[config.mk]
export PLATFORM = sky130hd
export DESIGN_NAME = mem_arb_ctrl_flat
export DESIGN_NICKNAME = d
export VERILOG_FILES = /design/src/rtl/mem_arb_ctrl_if.sv /design/src/rtl/mem_arb_ctrl.sv /design/src/flat_wrapper.sv
export SDC_FILE = /design/constraint.sdc
export NUM_CORES = 1
export LEC_CHECK = 0
export BUFFER_PORTS_ARGS = -buffer_cell sky130_fd_sc_hd__buf_2
export CAP_MARGIN = 20
export CORE_MARGIN = 3
export CORE_UTILIZATION = 35
export CTS_CLUSTER_SIZE = 10
export DETAILED_ROUTE_END_ITERATION = 12
export PLACE_DENSITY = 0.79
export SYNTH_ARGS = -nofsm -noshare
export SYNTH_HDL_FRONTEND = slang
export SYNTH_SLANG_ARGS = --single-unit
[constraint.sdc]
create_clock -name clk -period 2.4 [get_ports clk]
set_input_delay 0.48 -clock clk [delete_from_list [all_inputs] [get_ports clk]]
set_output_delay 0.48 -clock clk [all_outputs]
set_load 0.02 [all_outputs]
[src/rtl/mem_arb_ctrl_if.sv]
// Bus bundle for mem_arb_ctrl: two requester ports, their read responses,
// the clear control pair and the single-port memory connection.
//   slave  : controller side (mem_arb_ctrl)
//   master : requester/memory side (environment)
interface mem_arb_ctrl_if #(
    parameter int unsigned WIDTH = 8,
    parameter int unsigned ADDR  = 4
);
    // clear control
    logic             clear_start;
    logic             clear_busy;
    // requester 0
    logic             req0_valid;
    logic             req0_ready;
    logic             req0_we;
    logic [ADDR-1:0]  req0_addr;
    logic [WIDTH-1:0] req0_wdata;
    logic             rsp0_valid;
    logic [WIDTH-1:0] rsp0_rdata;
    // requester 1
    logic             req1_valid;
    logic             req1_ready;
    logic             req1_we;
    logic [ADDR-1:0]  req1_addr;
    logic [WIDTH-1:0] req1_wdata;
    logic             rsp1_valid;
    logic [WIDTH-1:0] rsp1_rdata;
    // memory
    logic             mem_write_en;
    logic [ADDR-1:0]  mem_write_addr;
    logic [WIDTH-1:0] mem_write_data;
    logic [ADDR-1:0]  mem_read_addr;
    logic [WIDTH-1:0] mem_read_data;

    modport slave (
        input  clear_start,
        output clear_busy,
        input  req0_valid, req0_we, req0_addr, req0_wdata,
        output req0_ready, rsp0_valid, rsp0_rdata,
        input  req1_valid, req1_we, req1_addr, req1_wdata,
        output req1_ready, rsp1_valid, rsp1_rdata,
        output mem_write_en, mem_write_addr, mem_write_data, mem_read_addr,
        input  mem_read_data
    );

    modport master (
        output clear_start,
        input  clear_busy,
        output req0_valid, req0_we, req0_addr, req0_wdata,
        input  req0_ready, rsp0_valid, rsp0_rdata,
        output req1_valid, req1_we, req1_addr, req1_wdata,
        input  req1_ready, rsp1_valid, rsp1_rdata,
        input  mem_write_en, mem_write_addr, mem_write_data, mem_read_addr,
        output mem_read_data
    );
endinterface

[src/rtl/mem_arb_ctrl.sv]
// Two-requester round-robin controller for a DEPTH x WIDTH memory with
// synchronous write and registered (one-cycle) read. Clears the memory to
// CLEAR_VALUE after reset and on clear_start, then grants one access per cycle.
// Ports:
//   clk    : clock, all state on rising edge
//   rst_n  : synchronous active-low reset
//   bus    : mem_arb_ctrl_if.slave (requests, responses, clear, memory)
module mem_arb_ctrl #(
    parameter int unsigned     WIDTH       = 8,
    parameter int unsigned     DEPTH       = 16,
    parameter int unsigned     ADDR        = $clog2(DEPTH),
    parameter logic [WIDTH-1:0] CLEAR_VALUE = '0
) (
    input  logic          clk,
    input  logic          rst_n,
    mem_arb_ctrl_if.slave bus
);

    typedef enum logic {
        ST_CLEAR = 1'b0,
        ST_SERVE = 1'b1
    } state_t;

    state_t           state;
    logic [ADDR-1:0]  clear_cnt;
    logic             rr_ptr;
    logic             rsp0_valid_q;
    logic             rsp1_valid_q;

    logic             gnt0;
    logic             gnt1;
    logic             win_we;
    logic [ADDR-1:0]  win_addr;
    logic [WIDTH-1:0] win_wdata;

    // Round-robin arbitration; rr_ptr only breaks ties.
    always_comb begin
        gnt0 = 1'b0;
        gnt1 = 1'b0;
        if (state == ST_SERVE) begin
            if (bus.req0_valid && (!bus.req1_valid || !rr_ptr)) begin
                gnt0 = 1'b1;
            end else if (bus.req1_valid) begin
                gnt1 = 1'b1;
            end
        end
    end

    // Winner's request fields.
    always_comb begin
        win_we    = 1'b0;
        win_addr  = '0;
        win_wdata = '0;
        if (gnt0) begin
            win_we    = bus.req0_we;
            win_addr  = bus.req0_addr;
            win_wdata = bus.req0_wdata;
        end else if (gnt1) begin
            win_we    = bus.req1_we;
            win_addr  = bus.req1_addr;
            win_wdata = bus.req1_wdata;
        end
    end

    // Memory port drive: clear sweep has priority, otherwise the granted access.
    always_comb begin
        bus.mem_write_en   = 1'b0;
        bus.mem_write_addr = '0;
        bus.mem_write_data = '0;
        bus.mem_read_addr  = '0;
        if (state == ST_CLEAR) begin
            bus.mem_write_en   = 1'b1;
            bus.mem_write_addr = clear_cnt;
            bus.mem_write_data = CLEAR_VALUE;
        end else if ((gnt0 || gnt1) && win_we) begin
            bus.mem_write_en   = 1'b1;
            bus.mem_write_addr = win_addr;
            bus.mem_write_data = win_wdata;
        end else if (gnt0 || gnt1) begin
            bus.mem_read_addr  = win_addr;
        end
    end

    assign bus.req0_ready = gnt0;
    assign bus.req1_ready = gnt1;
    assign bus.clear_busy = (state == ST_CLEAR);
    assign bus.rsp0_valid = rsp0_valid_q;
    assign bus.rsp1_valid = rsp1_valid_q;
    // Memory read data is already registered; route it straight through.
    assign bus.rsp0_rdata = bus.mem_read_data;
    assign bus.rsp1_rdata = bus.mem_read_data;

    // State, clear counter, round-robin pointer and response flags.
    always_ff @(posedge clk) begin
        if (!rst_n) begin
            state        <= ST_CLEAR;
            clear_cnt    <= '0;
            rr_ptr       <= 1'b0;
            rsp0_valid_q <= 1'b0;
            rsp1_valid_q <= 1'b0;
        end else begin
            rsp0_valid_q <= gnt0 && !bus.req0_we;
            rsp1_valid_q <= gnt1 && !bus.req1_we;

            if (gnt0) begin
                rr_ptr <= 1'b1;
            end else if (gnt1) begin
                rr_ptr <= 1'b0;
            end

            if (state == ST_CLEAR) begin
                if (clear_cnt == ADDR'(DEPTH - 1)) begin
                    clear_cnt <= '0;
                    state     <= ST_SERVE;
                end else begin
                    clear_cnt <= clear_cnt + ADDR'(1);
                end
            end else if (bus.clear_start) begin
                state <= ST_CLEAR;
            end
        end
    end

endmodule

[src/flat_wrapper.sv]
// flat-port wrapper written by rule: the top's interface ports become plain ports
module mem_arb_ctrl_flat 
#(
    parameter int unsigned     WIDTH       = 8,
    parameter int unsigned     DEPTH       = 16,
    parameter int unsigned     ADDR        = $clog2(DEPTH),
    parameter logic [WIDTH-1:0] CLEAR_VALUE = '0
)
  (clk, rst_n, bus_clear_start, bus_clear_busy, bus_req0_valid, bus_req0_we, bus_req0_addr, bus_req0_wdata, bus_req0_ready, bus_rsp0_valid, bus_rsp0_rdata, bus_req1_valid, bus_req1_we, bus_req1_addr, bus_req1_wdata, bus_req1_ready, bus_rsp1_valid, bus_rsp1_rdata, bus_mem_write_en, bus_mem_write_addr, bus_mem_write_data, bus_mem_read_addr, bus_mem_read_data);
  mem_arb_ctrl_if #(.WIDTH(WIDTH), .ADDR(ADDR)) bus_i ();
  input  logic clk;
  input  logic rst_n;
  input wire logic [$bits(bus_i.clear_start)-1:0] bus_clear_start;
  output wire logic [$bits(bus_i.clear_busy)-1:0] bus_clear_busy;
  input wire logic [$bits(bus_i.req0_valid)-1:0] bus_req0_valid;
  input wire logic [$bits(bus_i.req0_we)-1:0] bus_req0_we;
  input wire logic [$bits(bus_i.req0_addr)-1:0] bus_req0_addr;
  input wire logic [$bits(bus_i.req0_wdata)-1:0] bus_req0_wdata;
  output wire logic [$bits(bus_i.req0_ready)-1:0] bus_req0_ready;
  output wire logic [$bits(bus_i.rsp0_valid)-1:0] bus_rsp0_valid;
  output wire logic [$bits(bus_i.rsp0_rdata)-1:0] bus_rsp0_rdata;
  input wire logic [$bits(bus_i.req1_valid)-1:0] bus_req1_valid;
  input wire logic [$bits(bus_i.req1_we)-1:0] bus_req1_we;
  input wire logic [$bits(bus_i.req1_addr)-1:0] bus_req1_addr;
  input wire logic [$bits(bus_i.req1_wdata)-1:0] bus_req1_wdata;
  output wire logic [$bits(bus_i.req1_ready)-1:0] bus_req1_ready;
  output wire logic [$bits(bus_i.rsp1_valid)-1:0] bus_rsp1_valid;
  output wire logic [$bits(bus_i.rsp1_rdata)-1:0] bus_rsp1_rdata;
  output wire logic [$bits(bus_i.mem_write_en)-1:0] bus_mem_write_en;
  output wire logic [$bits(bus_i.mem_write_addr)-1:0] bus_mem_write_addr;
  output wire logic [$bits(bus_i.mem_write_data)-1:0] bus_mem_write_data;
  output wire logic [$bits(bus_i.mem_read_addr)-1:0] bus_mem_read_addr;
  input wire logic [$bits(bus_i.mem_read_data)-1:0] bus_mem_read_data;
  assign bus_i.clear_start = bus_clear_start;
  assign bus_clear_busy = bus_i.clear_busy;
  assign bus_i.req0_valid = bus_req0_valid;
  assign bus_i.req0_we = bus_req0_we;
  assign bus_i.req0_addr = bus_req0_addr;
  assign bus_i.req0_wdata = bus_req0_wdata;
  assign bus_req0_ready = bus_i.req0_ready;
  assign bus_rsp0_valid = bus_i.rsp0_valid;
  assign bus_rsp0_rdata = bus_i.rsp0_rdata;
  assign bus_i.req1_valid = bus_req1_valid;
  assign bus_i.req1_we = bus_req1_we;
  assign bus_i.req1_addr = bus_req1_addr;
  assign bus_i.req1_wdata = bus_req1_wdata;
  assign bus_req1_ready = bus_i.req1_ready;
  assign bus_rsp1_valid = bus_i.rsp1_valid;
  assign bus_rsp1_rdata = bus_i.rsp1_rdata;
  assign bus_mem_write_en = bus_i.mem_write_en;
  assign bus_mem_write_addr = bus_i.mem_write_addr;
  assign bus_mem_write_data = bus_i.mem_write_data;
  assign bus_mem_read_addr = bus_i.mem_read_addr;
  assign bus_i.mem_read_data = bus_mem_read_data;
  mem_arb_ctrl #(.WIDTH(WIDTH), .DEPTH(DEPTH), .ADDR(ADDR), .CLEAR_VALUE(CLEAR_VALUE)) u_core (.clk(clk), .rst_n(rst_n), .bus(bus_i));
endmodule
# Word-level counts from Yosys, hierarchy flattened

Index checks and enable logic that the tools add are counted.
Widths: inputs -> output; s select.

$add $sub $neg: 1
Multiply operators: 0
Divide/modulo/power cells: 0
Order comparisons: 0
Eq/ne operators: 1
Shifts and indexed selects: 0
Muxes and demuxes: 26
Bitwise logic cells: 1
Reductions and logical operators: 11

Operators with widths:

| cell                | number |
|---|---|
| $mux 4              | 8 |
| $mux 8              | 4 |
| $mux 1              | 14 |
| $add 4x1->4 const B | 1 |
| $eq 4x4->1 const B  | 1 |
| $logic_and 1x1->1   | 4 |
| $logic_not 1->1     | 4 |
| $logic_or 1x1->1    | 2 |
| $reduce_bool 2->1   | 1 |
| $not 1->1           | 1 |

Bits in registers: 8
Latch bits: 0
Memory bits (writable): 0
Memory bits (read-only): 0
Input bits: 39
Word-level logic and storage cells: 45
Memories: 0

# Logic depth before layout (Yosys ltp)

Gate-level depths: netlist of the first run.

Depth in word-level cells: 10
Depth in mapped cells: 6
Gate-level depth less buffers: 5

# Worst setup path before layout of the first run

Ideal clock, no wire load.

Path kind: input to output
From: in bus_req0_valid
To: out bus_mem_read_addr[0]
Arrival: 1456 ps
Required time: 1920 ps
Path slack: 464 ps
Cell stages on the path: 5
Path buffers: 1
Cell sequence: a21boi_1 a32o_1 or2_0 buf_2 nor2_1

Cells in the longest elaborated chain, start to end: 8
Elaborated cells on any way between the ends: 14
Those cells by class: 11 x mux; 3 x reduce/logical

Ends and longest elaborated chain:

| element                                            | line                                   | RTL |
|---|---|---|
| start: declaration                                 | flat_wrapper.sv:15                     | `input wire logic [$bits(bus_i.req0_valid)-1:0] bus_req0_valid;` |
| $logic_and 1x1->1 *                                | mem_arb_ctrl.sv:41                     | `if (bus.req0_valid && (!bus.req1_valid \|\| !rr_ptr)) begin` |
| $mux 1                                             | mem_arb_ctrl.sv:41                     |  |
| $mux 1                                             | mem_arb_ctrl.sv:40                     | `if (state == ST_SERVE) begin` |
| $mux 4 / $mux 1 (equally long branches)            | mem_arb_ctrl.sv:58                     | `end else if (gnt1) begin` |
| $mux 4 / $mux 1 (equally long branches)            | mem_arb_ctrl.sv:54                     | `if (gnt0) begin` |
| $mux 4 / $logic_and 1x1->1 (equally long branches) | mem_arb_ctrl.sv:79, mem_arb_ctrl.sv:75 |  |
| $mux 4 *                                           | mem_arb_ctrl.sv:75                     | `end else if ((gnt0 \|\| gnt1) && win_we) begin` |
| $mux 4 *                                           | mem_arb_ctrl.sv:71                     | `if (state == ST_CLEAR) begin` |
| end: declaration                                   | flat_wrapper.sv:32                     | `output wire logic [$bits(bus_i.mem_read_addr)-1:0] bus_mem_read_addr;` |

Mark *: on every way between the ends. The rest lies on a longest branch, timed or not.

# Worst setup path after layout of the first run

From: reg u_core.state
To: out bus_mem_write_data[5]

Cells in the longest elaborated chain, start to end: 6
Elaborated cells on any way between the ends: 10
Those cells by class: 8 x mux; 2 x reduce/logical

Ends and longest elaborated chain:

| element                  | line                | RTL |
|---|---|---|
| start: declaration       | mem_arb_ctrl.sv:24  | `state_t state;` |
| start signal: assignment | mem_arb_ctrl.sv:96  | `state <= ST_CLEAR;` |
| start signal: assignment | mem_arb_ctrl.sv:114 | `state <= ST_SERVE;` |
| start signal: assignment | mem_arb_ctrl.sv:119 | `state <= ST_CLEAR;` |
| $mux 1                   | mem_arb_ctrl.sv:40  |  |
| $mux 1                   | mem_arb_ctrl.sv:58  |  |
| $mux 1                   | mem_arb_ctrl.sv:54  |  |
| $logic_and 1x1->1        | mem_arb_ctrl.sv:75  |  |
| $mux 8                   | mem_arb_ctrl.sv:75  |  |
| $mux 8 *                 | mem_arb_ctrl.sv:71  |  |
| end: declaration         | flat_wrapper.sv:31  | `output wire logic [$bits(bus_i.mem_write_data)-1:0] bus_mem_write_data;` |

Marked as above.

==> results of run 1 <==
## layout by cell type, fill, tap and decap left out, drive strengths merged
cell type  instances
buf               55
nor2              12
a22oi             12
dfxtp              8
nand2              5
and2               4
inv                4
o22ai              3
clkbuf             3
nor2b              3
mux2i              2
a21oi              2
and3b              2
o21ai              2
a21boi             1
nand2b             1
a32o               1
or2                1
nand3              1
and3               1
xnor2              1
o31ai              1
o311a              1
ha                 1
## worst paths after layout
kind / start / endpoint / slack [ns] / depth (start not counted)
setup / recovery: u_core.state / bus_mem_write_data[5] / 0.25 / 6
hold / removal: bus_req0_we / u_core.bus.rsp0_valid / 0.52 / 2
setup reg to reg: u_core.state / u_core.bus.rsp1_valid / 1.08 / 4
hold reg to reg: u_core.clear_cnt[1] / u_core.clear_cnt[1] / 0.56 / 2
## sequential cells by signal, indices dropped and copies added, names as in the netlist
| signal | cells |
|---|---|
| u_core.rr_ptr | 1 |
| u_core.bus.rsp0_valid | 1 |
| u_core.bus.rsp1_valid | 1 |
| u_core.clear_cnt | 4 |
| u_core.state | 1 |
## layer usage
layer / share of wire, % / vias up
met5: 0 / -
met4: 0.26 / 0
met3: 14 / 2
met2: 51 / 44
met1: 35 / 342
li1: - / 369
## kinds of logic (layout without fill, tap and decap cells)
family,count (synthesis),after routing
mux,2,2
flops,8,8
compound gates,23,23
buf+inv,26,62
fa+ha+maj,1,1
simple gates,30,30
xor+xnor,1,1
## per-stage QoR
step / hold slack, ns / total power [µW] / setup slack [ns] / cell area [µm²]
after detailed placement: 0.560 / 207 / 0.314 / 918
after floorplan: 0.528 / 208 / 0.464 / 768
final: 0.518 / 303 / 0.254 / 941
after global routing: 0.511 / 324 / 0.0877 / 941
after CTS: 0.514 / 308 / 0.246 / 941
after global placement: 0.555 / 205 / 0.351 / 918
## cell type report
class                           instances  area, µm²  share of cell area, %
Multi-Input combinational cell         57        427                   45.3
Clock buffer                            3       22.5                   2.39
Sequential cell                         8        160                   17.0
Timing Repair Buffer                   55        283                   30.1
Inverter                                4       15.0                   1.60
Tap cell                               27       33.8                   3.59
## power breakdown
group	total (µW)	switching (µW)	internal [µW]
sequential	142	4.21	138
clock	98.8	41.9	57.0
combinational	62.3	29.9	32.4
## critical path, cell delays in order, from the launching register on
cell     delay [ns]
dfxtp_1        0.51
nand2_1        0.14
nor2b_2        0.22
buf_4          0.23
a22oi_2        0.07
nor2_2         0.08
buf_2          0.16
==> implementation parameters, run 1 <==
Parameter                              Value

Clocking
  Clock latency of the later-clocked register in the worst-skew pair    0.25 ns
  Max Buffers Root-to-Sink    2
  Clock transition at path regs    roughly 0.050 ns
  Cts repair resizes    0
  Post-CTS setup repair buffer count    0
  Level count of the clock H-tree    1
  TritonCTS clock tree    yes
  TritonCTS Sinks    8
  Cell at the root of the clock tree    clkbuf_4
  Number of CTS-inserted buffers    3
  Count of hold-fix buffers inserted at cts    0

Global routing
  Met1 usage    between 10 and 15%
  Global-route met2 utilization    between 20% and 30%
  Vias in the first global route    698
  Sum of overflow across all layers after global routing    0
  Global route hottest layer    met2
  GR Util met3    under 10%
  Maximum number of pins on one net before global-route repair    11
  Initial antenna violation count    0
  Wire length of the first global-routing pass    2.69 mm
  Aggregate global-route resource usage    between 10% and 20%

Placed design
  Detailed placer's ending HPWL    roughly 1.6 mm
  Placed Instances    between 150 and 200
  Port Buf Inserts    between 50 and 60
  Final estimated routing congestion in global placement    approximately 0.81

Critical path
  Endpoint required time on the critical path    roughly 1.9 ns
  Data arrival at the endpoint of the critical path    1.67 ns
  Critical-path maximum fanout    10
  CP Class    register to output pin
  Type of destination of the critical path    output pin
  Launching element type of the critical path    register

Final layout
  Ratio of cells with drive above 1 in the final layout    61.4%
  Final standard cell utilization of the core    46.5%
  Area grow syn2layout    22.5%
  Number of filler instances in the final layout    ~200
  Inserted Diodes    0
  Nets    between 150 and 200
  Final instance count without filler cells    roughly 150

Synthesis
  Dominant cells by area after synthesis    dfxtp_1 (21%), buf_4 (20%), a22oi_2 (13%), nor2_2 (7.3%), a22oi_1 (3.9%)
  Count leader, synth    buf_4
  Dominant register cell in the synthesized netlist    dfxtp_1
  Simple-Gate Fraction of Synth Area    between 20% and 30%
  Yosys warnings    0
  Adder and majority cell fraction of the synthesized area    around 1.6%
  Yosys cell types    30
  Post-synthesis mux area share    2.61%
  Synthesized instance count    91
  Net count of the mapped netlist    ~130
  Cell area after synthesis    about 770 µm²
  Synth Area in XOR/XNOR    between 1 and 1.5%
  Share of flip-flops with an asynchronous set or reset    0%
  Portion of synthesized cell area occupied by the leading cell type    approximately a fifth
  Post-synth top cells    buf_4 (20), nor2_2 (9), a22oi_2 (8), dfxtp_1 (8), nand2_1 (5)
  Share of synthesized area occupied by flip-flops and latches    20.8%
  Synth Area in Compound Gates    26.5%
  Number of synthesized flops with an enable pin    0
  Cell taking the most area after synthesis    dfxtp_1
  Average size of a mapped cell    8.44 µm²
  Number of register bits inferred by synthesis    8
  Largest family of logic cells by synthesized area    compound AO/OA/AOI/OAI gates

Floorplanning
  Floorplan die height    around 53 µm
  Placeable Area    2020 µm²
  Die ar.    approximately 2800 µm²
  Core Rows    16
  Effective utilization at floorplan    a little under two fifths
  Top-level I/O count    between 70 and 80
  Die width    around 53 µm

Timing
  RSZ-0062 raised after global routing    no
  Clock skew after layout    roughly 0.0038 ns
  Final cycle utilization of the critical path    89.4%
  Measured slew at the worst slew-check pin    approximately 0.34 ns
  Setup_tns    0 ns
  Final-report hold violation count    0
  Post-layout minimum cycle time    2.15 ns
  Slew Limit Headroom    between 70% and 80%
  Maximum clock rate    ~0.47 GHz
  Final-report max-slew violation count    0
  Total of endpoints with negative setup slack in the final report    0

Power
  Lkg Pwr    between 0.0004 and 0.0005 µW
  P per Cell Area    roughly 320 nW/µm²
  Max VDD drop    ~0.23 mV

Drt
  Count of TritonRoute iterations in the first routing pass    4
  Total Wirelength    roughly 1.9 mm
  Iteration-0 DRC Markers    8
  DR vias/cell    ~5
  Routed vias    roughly 760
  ANT nets after route    0
  DR WL/cell    between 10 and 15 µm
  Number of DRC violations after detailed routing    0

Min path
  Min-Delay Path Class    input pin to register

Outcome
  Status    finished clean

Run
  Maximum Capacitance Violations    0
Note: power is estimated with default switching activity, not from simulation.
==> run 2: changes to the inputs <==
ABC_AREA = 1   (was unset)
PLACE_DENSITY = unset   (was 0.79)
PLACE_DENSITY_LB_ADDON = 0.2   (was unset)
==> run 2 against run 1 <==
Effect of this change:
- power fell by 0.10%
- synthesized cell count increased by 49%
- cell area is 8.6% higher
- critical path depth increased by 1
- global-route usage is 1.0 points higher
- clock skew is 0.00085 ns higher
- register-to-register slack improved by 0.18 ns
- utilization down 2.0 points
- critical endpoint is now bus_mem_write_addr[3]
- highest routed layer unchanged
==> implementation parameters, run 2 <==
Parameter                              Value

Global routing
  Maximum number of pins on one net before global-route repair    17
  Aggregate global-route resource usage    ~14%
  Vias in the first global route    ~840
  Wire length of the first global-routing pass    roughly 3.6 mm
  Sum of overflow across all layers after global routing    0
  Initial antenna violation count    0

Critical path
  Type of destination of the critical path    output pin
  CP Class    register to output pin
  Family with the most delay on the worst path    simple AND/OR/NAND/NOR gates
  Number of buffers and inverters on the critical path    1
  Endpoint required time on the critical path    between 1.5 and 2 ns
  Critical-path maximum fanout    16
  Worst path cell trace    nand2_2 -> nand2_4 -> nand3_2 -> nand2_4 -> nand2_1 -> nand2_1 -> buf_2
  Crit path max-delay cell type    dfxtp_1
  Launching element type of the critical path    register
  Critical Path Max Stage Delay    roughly 0.34 ns
  Data arrival at the endpoint of the critical path    1.67 ns

Synthesis
  Net count of the mapped netlist    around 180
  Share of flip-flops with an asynchronous set or reset    0%
  Dominant register cell in the synthesized netlist    dfxtp_1
  Post-synth top cells    nand2_1 (36), buf_4 (20), nand3_1 (12), nand4_1 (12)
  Count leader, synth    nand2_1
  Portion of synthesized cell area occupied by the leading cell type    a little under a fifth
  Synthesized instance count    between 100 and 150
  Yosys warnings    0
  Share of synthesized area occupied by flip-flops and latches    between 10% and 20%
  Average size of a mapped cell    roughly 6.4 µm²
  Yosys cell types    24
  Cell area after synthesis    around 870 µm²
  Dominant cells by area after synthesis    dfxtp_1 (18%), buf_4 (17%), nand2_1 (15%), nand4_1 (8.6%), nand3_1 (6.9%)
  Number of register bits inferred by synthesis    8
  Cell taking the most area after synthesis    dfxtp_1
  Number of synthesized flops with an enable pin    0

Drt
  Iteration-0 DRC Markers    17
  Detailed route wirelength on metal3    about 260 µm
  DR vias/cell    a little under 5
  Top layer in use    met4
  ANT nets after route    0
  Detailed-route wire length on metal 1    ~930 µm
  Count of TritonRoute iterations in the first routing pass    4
  DR WL/cell    between 10 and 15 µm
  Number of DRC violations after detailed routing    0
  Routed vias    just under 1000
  Met2 Wirelength    approximately 1.0 mm
  Total Wirelength    2.25 mm

Floorplanning
  Die width    55.9 µm
  Placeable Area    approximately 2300 µm²
  Core Rows    17
  Effective utilization at floorplan    about 38%
  Top-level I/O count    77
  Floorplan die height    ~56 µm
  Die ar.    3130 µm²

Final layout
  Nets    211
  Number of filler instances in the final layout    between 200 and 300
  Register with the highest flop count    u_core.clear_cnt
  Largest register FFs    4
  Final instance count without filler cells    between 150 and 200
  Most common cell after layout, fill and taps aside    buf_2
  Most frequent cells in the layout    buf_2 (52), nand2_1 (36), nand3_1 (12), nand4_1 (12)
  Ratio of cells with drive above 1 in the final layout    around 46%
  Inserted Diodes    0
  Area grow syn2layout    17.2%

Power
  Total power consumption of the routed design    roughly 300 µW
  Lkg Pwr    roughly 0.00062 µW
  Max VDD drop    0.170 mV
  P per Cell Area    a little under 300 nW/µm²

Timing
  Maximum clock rate    roughly 0.47 GHz
  Final cycle utilization of the critical path    between 80% and 90%
  RSZ-0062 raised after global routing    no
  Post-layout minimum cycle time    about 2.1 ns
  Final-report hold violation count    0
  Total of endpoints with negative setup slack in the final report    0
  Setup_tns    0 ns
  Final-report max-slew violation count    0
  Measured slew at the worst slew-check pin    roughly 0.28 ns
  Slew Limit Headroom    81.4%
  Clock skew after layout    about 0.0047 ns

Run
  Maximum Capacitance Violations    0

Clocking
  Count of hold-fix buffers inserted at cts    0
  Cell at the root of the clock tree    clkbuf_4
  Post-CTS setup repair buffer count    0
  TritonCTS clock tree    yes
  Level count of the clock H-tree    1
  Clock latency of the later-clocked register in the worst-skew pair    around 0.25 ns
  TritonCTS Sinks    8
  Clock transition at path regs    approximately 0.05 ns
  Number of CTS-inserted buffers    3
  Cts repair resizes    0
  Max Buffers Root-to-Sink    2

Outcome
  Status    finished clean

Min path
  Min-Delay Path Class    input pin to register

Placed design
  Port Buf Inserts    52
  Final estimated routing congestion in global placement    0.763
  Detailed placer's ending HPWL    ~1.8 mm
  Placed Instances    approximately 190
[run 2: cell types whose count changed after synthesis, moves of 5 or more]
| cell | before | now |
|---|---|---|
| nand2_1 | 5 | 36 |
| nor2_2 | 9 | 0 |
| nand4_1 | 0 | 12 |
| nor2_1 | 3 | 8 |
| a22oi_2 | 8 | 0 |
| nand3_1 | 1 | 12 |
| inv_2 | 1 | 7 |
[run 2: path summary, 6_finish.rpt]
check | startpoint | to | slack [ns] | depth (start not counted)
max | u_core.rr_ptr | bus_mem_write_addr[3] | 0.25 | 7
min | bus_req1_we | u_core.bus.rsp1_valid | 0.43 | 2
max reg2reg | u_core.rr_ptr | u_core.rr_ptr | 1.26 | 5
min reg2reg | u_core.clear_cnt[2] | u_core.clear_cnt[2] | 0.52 | 2
[run 2: final cells by class]
| type | instances | area, µm² | share of cell area [%] |
|---|---|---|---|
| Clock buffer | 3 | 22.5 | 2.20 |
| Inverter | 13 | 50.0 | 4.90 |
| Multi-Input combinational cell | 92 | 487 | 47.6 |
| Sequential cell | 8 | 160 | 15.7 |
| Tap cell | 28 | 35.0 | 3.43 |
| Timing Repair Buffer | 53 | 268 | 26.2 |
[run 2: layer usage]
layer / track usage (%) / vias up
met1: 16.5 / 421
met5: 0 / -
met3: 4.41 / 2
met4: 5.76 / 0
met2: 23.0 / 47
li1: - / 498
[run 2: kinds of logic (layout without fill, tap and decap cells)]
family,after synthesis,after routing,synth area share [%]
XOR/XNOR,1,1,1.00
buffers and inverters,36,69,25.8
AND/OR/NAND/NOR,81,81,46.2
flip-flops,8,8,18.4
AO/OA/AOI/OAI,9,9,7.17
adder cells (fa/ha/maj),1,1,1.43
[run 2: power by group]
group / total, µW / switching, µW / leakage (µW) / internal (µW)
Clock: 102 / 44.5 / 0.0000138 / 57.1
Combinational: 59.2 / 32.1 / 0.000542 / 27.0
Sequential: 142 / 4.34 / 0.0000651 / 137
Total: 303 / 81.0 / 0.000621 / 222
[run 2: worst reg2reg max path, stage by stage (launching register included)]
cell and delay (ns):
dfxtp_1 0.34, nand2_2 0.19, nand2_4 0.24, nand2_2 0.09, a21oi_1 0.13, nor2_1 0.05
[run 2: through the flow]
stage | hold WS [ns] | util (%) | cell area (µm²) | worst slack (ns)
finish | 0.432 | 44.5 | 1020 | 0.253
global route | 0.436 | 44.5 | 1020 | 0.0960
CTS | 0.424 | 44.5 | 1020 | 0.254
detailed placement | 0.512 | 43.5 | 1000 | 0.284
global placement | 0.508 | 43.5 | 1000 | 0.301
floorplan | 0.480 | - | 872 | 0.736
==> run 3: changes to the inputs <==
ABC_AREA = unset   (was 1)
ABC_CLOCK_PERIOD_IN_PS = 2400   (was unset)
==> run 3 against run 2 <==
Effect of this change:
- register-to-register slack worse by 0.23 ns
- critical endpoint is now bus_mem_write_data[0]
- sequential share of layout area up 1.3 points
- via count down 22%
- critical path type unchanged
- utilization up 2.3 points
- highest routed layer unchanged
- cell count down 22%
- largest power group unchanged
==> implementation parameters, run 3 (synthesis gave the netlist of run 1 again) <==
Parameter                              Value

Critical path
  Critical-path maximum fanout    9
  Number of buffers and inverters on the critical path    2
  CP Class    register to output pin
  Family with the most delay on the worst path    flip-flops
  Critical Path Max Stage Delay    about 0.52 ns
  Type of destination of the critical path    output pin
  Crit path max-delay cell type    dfxtp_1
  Worst path cell trace    and2_1 -> buf_4 -> a22oi_2 -> nor2_2 -> buf_2
  Data arrival at the endpoint of the critical path    between 1.5 and 2 ns
  Endpoint required time on the critical path    1.92 ns
  Launching element type of the critical path    register

Timing
  Final cycle utilization of the critical path    91.4%
  Clock skew after layout    between 0.0006 and 0.0007 ns
  Setup_tns    0 ns
  Total of endpoints with negative setup slack in the final report    0
  Final-report max-slew violation count    0
  Final-report hold violation count    0
  Maximum clock rate    about 0.46 GHz
  Least setup slack across all paths after layout    0.206 ns
  Measured slew at the worst slew-check pin    0.343 ns
  RSZ-0062 raised after global routing    no
  Post-layout minimum cycle time    2.19 ns
  Final Hold Slack    approximately 0.52 ns
  Slew Limit Headroom    ~77%

Global routing
  Maximum number of pins on one net before global-route repair    10
  Vias in the first global route    698
  Aggregate global-route resource usage    between 10% and 20%
  Initial antenna violation count    0
  Sum of overflow across all layers after global routing    0
  Wire length of the first global-routing pass    between 2 and 3 mm

Placed design
  Final estimated routing congestion in global placement    0.765
  Port Buf Inserts    52
  Worst setup slack after placement    between 0.2 and 0.25 ns
  Detailed placer's ending HPWL    1.66 mm
  Placed Instances    about 150

Clocking
  TritonCTS Sinks    8
  Clock latency of the later-clocked register in the worst-skew pair    between 0.2 and 0.3 ns
  Level count of the clock H-tree    1
  Cell at the root of the clock tree    clkbuf_4
  Clock transition at path regs    around 0.060 ns
  Post-CTS setup repair buffer count    0
  TritonCTS clock tree    yes
  Number of CTS-inserted buffers    3
  Max Buffers Root-to-Sink    2

Final layout
  Nets    about 170
  Largest register FFs    4
  Number of filler instances in the final layout    225
  Area grow syn2layout    23.1%
  Ratio of cells with drive above 1 in the final layout    between 60 and 70%
  Register with the highest flop count    u_core.clear_cnt
  Inserted Diodes    0
  Most frequent cells in the layout    buf_2 (52), nor2_2 (9), a22oi_2 (8), dfxtp_1 (8), nand2_1 (5)
  Final instance count without filler cells    roughly 150
  Most common cell after layout, fill and taps aside    buf_2

Drt
  Total Wirelength    roughly 2.0 mm
  Count of TritonRoute iterations in the first routing pass    4
  DR vias/cell    about 4.9
  Routed vias    759
  ANT nets after route    0
  Number of DRC violations after detailed routing    0
  DR WL/cell    12.9 µm
  Iteration-0 DRC Markers    8

Floorplanning
  Effective utilization at floorplan    between 30% and 40%
  Floorplan die height    roughly 53 µm
  Placeable Area    2020 µm²
  Die width    about 53 µm
  Core Rows    16
  Top-level I/O count    77
  Die ar.    ~2800 µm²

Min path
  Min-Delay Path Class    input pin to register

Outcome
  Status    finished clean

Power
  Lkg Pwr    0.000435 µW
  Max VDD drop    0.256 mV
  P per Cell Area    326 nW/µm²

Run
  Maximum Capacitance Violations    0
## run 3: cell count changes in the layout (fill, tap and decap cells not counted), sizes merged, moves of 4 or more
cell,delta
nand2,-37
nand3,-13
nand4,-13
a22oi,+12
inv,-8
a21oi,-5
and2,+4
nor2,+4
## run 3: through the flow
stage / utilization (%) / area [µm²] / power [µW]
global route: 46.8 / 946 / 331
CTS: 46.5 / 941 / 315
detailed placement: 45.4 / 918 / 207
finish: 46.8 / 946 / 309
floorplan: - / 768 / 208
global placement: 45.4 / 918 / 206
## run 3: worst paths after layout
check | slack, ns | depth (start not counted) | to | from
max | 0.21 | 5 | bus_mem_write_data[0] | u_core.state
min reg2reg | 0.57 | 2 | u_core.clear_cnt[1] | u_core.clear_cnt[1]
min | 0.52 | 2 | u_core.bus.rsp1_valid | bus_req1_we
max reg2reg | 1.03 | 4 | u_core.bus.rsp1_valid | u_core.state
## run 3: where the power goes
part / internal [µW] / leakage [µW] / switching, µW
combinational: 32.7 / 0.000356 / 30.2
clock: 57.3 / 0.0000138 / 46.5
sequential: 137 / 0.0000651 / 4.47
## run 3: layout make-up
class	instances	area (µm²)	area share, %
tap	27	33.8	3.57
clock buffer	3	22.5	2.38
sequential	8	160	16.9
multi-input combinational	57	432	45.6
inverter	4	15.0	1.59
timing repair buffer	55	283	29.9
## run 3: what timing repair did
item                       CTS  global route
hold buffers                 0             0
setup endpoints to repair    0             6
gates resized for setup      0             1
hold endpoints to repair     0             0
## run 3: per-layer routing
| layer | global-route usage [%] | share of wire, % | up-vias |
|---|---|---|---|
| met5 | 0 | 0 | - |
| met3 | 5.63 | 10 | 3 |
| met2 | 24.8 | 51 | 34 |
| li1 | - | - | 375 |
| met4 | 2.55 | 0.30 | 0 |
| met1 | 14.7 | 39 | 347 |
